--- config.mk ---
export PLATFORM = sky130hd
export DESIGN_NAME = total_exp_sched
export DESIGN_NICKNAME = d
export VERILOG_FILES = /design/src/rtl/total_exp_sched.sv
export SDC_FILE = /design/constraint.sdc
export NUM_CORES = 1
export LEC_CHECK = 0
export ABC_AREA = 0
export CAP_MARGIN = 20
export CORE_UTILIZATION = 34
export DETAILED_ROUTE_END_ITERATION = 10
export GPL_TIMING_DRIVEN = 1
export PLACE_DENSITY_LB_ADDON = 0.25
export SYNTH_ARGS = -nofsm -noshare
export SYNTH_HDL_FRONTEND = slang
export SYNTH_SLANG_ARGS = --single-unit
--- constraint.sdc ---
create_clock -name clk -period 1.8 [get_ports clk]
set_clock_uncertainty 0.2 [all_clocks]
set_input_delay 0.36 -clock clk [delete_from_list [all_inputs] [get_ports clk]]
set_output_delay 0.36 -clock clk [all_outputs]
set_load 0.01 [all_outputs]
--- src/rtl/total_exp_sched.sv ---
// Shared registered total-exponent unit arbitrating NREQ posit-decode requesters.
// Define TE_SCHED_ROUND_ROBIN_EN for round-robin selection; default is fixed priority (lowest index).
module total_exp_sched #(
    parameter int N    = 16,
    parameter int ES   = 1,
    parameter int NREQ = 4,
    localparam int K_SIZE  = $clog2(N) + 1,
    localparam int TE_SIZE = K_SIZE + ES + 1,
    localparam int ID_W    = $clog2(NREQ)
) (
    input  logic                   clk,
    input  logic                   rst_n,
    input  logic [NREQ-1:0]        req_valid,
    output logic [NREQ-1:0]        req_ready,
    input  logic [NREQ*K_SIZE-1:0] req_k,
    input  logic [NREQ*ES-1:0]     req_exp,
    output logic                   out_valid,
    input  logic                   out_ready,
    output logic [TE_SIZE-1:0]     out_te,
    output logic [ID_W-1:0]        out_id,
    output logic                   busy
);

    typedef enum logic {
        EMPTY = 1'b0,
        FULL  = 1'b1
    } state_e;

    state_e               state_q, state_d;
    logic [TE_SIZE-1:0]   te_q, te_d;
    logic [ID_W-1:0]      id_q, id_d;

    logic                 can_accept;
    logic                 any_grant;
    logic [NREQ-1:0]      grant;
    logic [ID_W-1:0]      win_idx;
    logic [K_SIZE-1:0]    k_sel;
    logic [ES-1:0]        exp_sel;
    logic [TE_SIZE-1:0]   k_ext;
    logic [TE_SIZE-1:0]   te_calc;

`ifdef TE_SCHED_ROUND_ROBIN_EN
    logic [ID_W-1:0]      rr_ptr_q, rr_ptr_d;
    logic [ID_W-1:0]      cand;
`endif

    assign can_accept = (state_q == EMPTY) | out_ready;

    always_comb begin
        grant     = '0;
        win_idx   = '0;
        any_grant = 1'b0;
`ifdef TE_SCHED_ROUND_ROBIN_EN
        cand      = '0;
        // Cyclic search starting at the pointer; first valid candidate wins.
        for (int unsigned off = 0; off < NREQ; off++) begin
            cand = ID_W'((int'(rr_ptr_q) + off) % NREQ);
            if (!any_grant && req_valid[cand]) begin
                any_grant   = 1'b1;
                win_idx     = cand;
                grant[cand] = 1'b1;
            end
        end
`else
        for (int unsigned i = 0; i < NREQ; i++) begin
            if (!any_grant && req_valid[i]) begin
                any_grant = 1'b1;
                win_idx   = ID_W'(i);
                grant[i]  = 1'b1;
            end
        end
`endif
        if (!can_accept || !rst_n) begin
            grant     = '0;
            any_grant = 1'b0;
        end
    end

    always_comb begin
        k_sel   = '0;
        exp_sel = '0;
        for (int unsigned i = 0; i < NREQ; i++) begin
            if (win_idx == ID_W'(i)) begin
                k_sel   = req_k[i*K_SIZE +: K_SIZE];
                exp_sel = req_exp[i*ES +: ES];
            end
        end
        k_ext   = {{(TE_SIZE-K_SIZE){k_sel[K_SIZE-1]}}, k_sel};
        te_calc = (k_ext << ES) + {{(TE_SIZE-ES){1'b0}}, exp_sel};
    end

    always_comb begin
        state_d = state_q;
        te_d    = te_q;
        id_d    = id_q;
        case (state_q)
            EMPTY: begin
                if (any_grant) begin
                    state_d = FULL;
                    te_d    = te_calc;
                    id_d    = win_idx;
                end
            end
            FULL: begin
                if (out_ready) begin
                    if (any_grant) begin
                        te_d = te_calc;
                        id_d = win_idx;
                    end else begin
                        state_d = EMPTY;
                    end
                end
            end
            default: state_d = EMPTY;
        endcase
    end

`ifdef TE_SCHED_ROUND_ROBIN_EN
    always_comb begin
        rr_ptr_d = rr_ptr_q;
        if (any_grant) begin
            if (win_idx == ID_W'(NREQ-1)) begin
                rr_ptr_d = '0;
            end else begin
                rr_ptr_d = win_idx + ID_W'(1);
            end
        end
    end

    always_ff @(posedge clk) begin
        if (!rst_n) begin
            rr_ptr_q <= '0;
        end else begin
            rr_ptr_q <= rr_ptr_d;
        end
    end
`endif

    always_ff @(posedge clk) begin
        if (!rst_n) begin
            state_q <= EMPTY;
            te_q    <= '0;
            id_q    <= '0;
        end else begin
            state_q <= state_d;
            te_q    <= te_d;
            id_q    <= id_d;
        end
    end

    assign req_ready = grant;
    assign out_valid = (state_q == FULL);
    assign busy      = out_valid;
    assign out_te    = te_q;
    assign out_id    = id_q;

endmodule

==> impl_metrics.env <==
export IMPL_status="finished clean"
export IMPL_synth_avg_cell_area_um2=7.637
export IMPL_syn_nets=118
export IMPL_grt_pass1_wl_um=3325
export IMPL_finalCriticalPeriod_ns=1.717
export IMPL_ir_worst_vdd_mv=0.6061
export IMPL_synth_most_common_cell="nand2_1"
export IMPL_yosysSeqAreaShare_pct=27.12
export IMPL_synth_edf_count=0
export IMPL_setup_ws_ns=0.08318
export IMPL_drt_iter0_drc=11
export IMPL_synth_commonest_cells="nand2_1 (12), dfxtp_1 (9), nor2_1 (7)"
export IMPL_drt_wl_total_um=2288
export IMPL_gp_congestion=0.7799
export IMPL_filler_cell_count=141
export IMPL_num_vias=900
export IMPL_clock_latency_ns=0.26
export IMPL_slew_limit_headroom_pct=77.05
export IMPL_cap_violations=0
export IMPL_htreeDepth=1
export IMPL_yosys_warnings=0
export IMPL_ant_nets=0
export IMPL_tns_ns=0
export IMPL_cts_buffers=3
export IMPL_arrival_ns=1.16
export IMPL_grt_setup_unrepaired="false"
export IMPL_drc=0
export IMPL_worstReg2RegStart="busy"
export IMPL_start_util_pct=37.26
export IMPL_cts_root_buf="clkbuf_4"
export IMPL_synth_area_um2=664.4
export IMPL_track_usage_pct=22.77
export IMPL_cts_num_sinks=9
export IMPL_cts_tree="done"
export IMPL_synth_flop_cell="dfxtp_1"
export IMPL_setup_viol=0
export IMPL_die_area_um2=2135
export IMPL_gr_total_overflow=0
export IMPL_slew_violations=0
export IMPL_min_from="out_te[0]"
export IMPL_area_growth_pct=98.87
export IMPL_holdWs_ns=0.2568
export IMPL_p_leak_uw=0.0005748
export IMPL_dp_cells=167
export IMPL_clk_pin_slew_worst_paths_ns=0.06
export IMPL_pre_cts_slack_ns=-0.5299
export IMPL_crit_start="req_valid[0]"
export IMPL_antenna_cells=0
export IMPL_nets=182
export IMPL_crit_path_end_kind="output port"
export IMPL_max_freq_mhz=582.5
export IMPL_instances_no_fill=175
export IMPL_worst_pin_slew_ns=0.3399
export IMPL_synth_seq_cells=9
export IMPL_async_flop_share_pct=0
export IMPL_port_buffers=45
export IMPL_rows=15
export IMPL_core_um2=1783
export IMPL_hold_path_class="register to register"
export IMPL_drtPass1Iterations=4
export IMPL_wl_per_cell_um=13.07
export IMPL_min_period_over_period_pct=95.38
export IMPL_grt_start_max_net_pins=15
export IMPL_viasPerCell=5.143
export IMPL_grt_antenna_before_repair=0
export IMPL_netlist_top_cells_area="dfxtp_1 (27%), o2111ai_1 (7.9%), nand2_1 (6.8%)"
export IMPL_crit_fanout=3
export IMPL_start_kind="primary input"
export IMPL_drive_gt1_share_pct=24.00
export IMPL_hold_violations=0
export IMPL_crit_type="primary input to output port"
export IMPL_die_y_um=46.21
export IMPL_ioPinCount=46
export IMPL_required_ns=1.24
export IMPL_synth_area_leader_cell="dfxtp_1"
export IMPL_synth_distinct_cells=28
export IMPL_postSynthCellCount=87
export IMPL_synth_top_area_share_pct=27.12
export IMPL_grt_pass1_vias=834
export IMPL_powerDensity_nw_per_um2=495.8
export IMPL_die_w_um=46.21
export IMPL_clockBufferDepth=2
export IMPL_dpl_hpwl_um=1792
[worst max-delay path: stages]
cell and delay [ns]:
dlygate4sd2_1 0.26, nor2_2 0.16, nand3b_1 0.13, nor2_2 0.12, buf_2 0.13
[cell families after synthesis]
kind of cell	synth area share (%)
AO/OA/AOI/OAI	28.62
buffers and inverters	8.472
flip-flops	27.12
AND/OR/NAND/NOR	35.78
[routing by layer]
| layer | routed length, µm | vias to the layer above | track usage, % |
|---|---|---|---|
| met5 | 0 | - | 0 |
| met4 | 39 | 0 | 5.882 |
| met3 | 148 | 4 | 9.412 |
| met2 | 1240 | 39 | 43.66 |
| met1 | 860 | 407 | 21.96 |
| li1 | - | 450 | - |
[stage by stage]
step | instance area [µm²] | power [µW] | utilization, %
2_1_floorplan | 664.4 | 331.8 | -
3_3_place_gp | 1229 | 482.9 | 68.91
3_5_place_dp | 1229 | 489.4 | 68.91
4_1_cts | 1301 | 655.4 | 72.98
5_1_grt | 1321 | 691.9 | 74.11
6_report | 1321 | 655.1 | 74.11
[final cells by class]
cell class	instances	area, µm²	share of cell area [%]
inverters	1	3.754	0.2841
well taps	25	31.28	2.367
clock buffers	4	26.28	1.989
repair buffers	67	623.1	47.16
multi-input cells	69	456.7	34.56
flip-flops and latches	9	180.2	13.64
[final timing paths]
| kind | to | slack [ns] | cells past startpoint |
|---|---|---|---|
| worst max-delay path | req_ready[3] | 0.08 | 5 |
| worst min-delay path | out_te[0] | 0.26 | 2 |
| worst max register to register | out_id[0] | 0.30 | 6 |
| worst min register to register | out_te[0] | 0.26 | 2 |
[placed cells by master (no fill, tap or decap), types with 5 or more instances in the layout]
master,n
clkdlybuf4s50_1,33
buf_4,17
nand2_1,11
dfxtp_1,9
o21ai_0,6
o2111ai_1,6
nor2_1,5
nand2b_1,5
dlymetal6s2s_1,5
buf_6,5
[power breakdown]
part	internal (µW)	switching (µW)	total, µW
logic	165	104	269
registers	219	11.3	230
clock network	85.5	71.1	157
[state kept, by name, summed over array words and instances, names as in the netlist]
name    count
out_te      6
busy        1
out_id      2
[repair_timing]
action | CTS | global route
buffers inserted | 4 | 0
pin swaps | 4 | 3
setup endpoints to repair | 12 | 14
gates resized for setup | 28 | 7
cloned | 0 | 0
hold buffers | 0 | 0
Note: power is estimated with default switching activity, not from simulation.
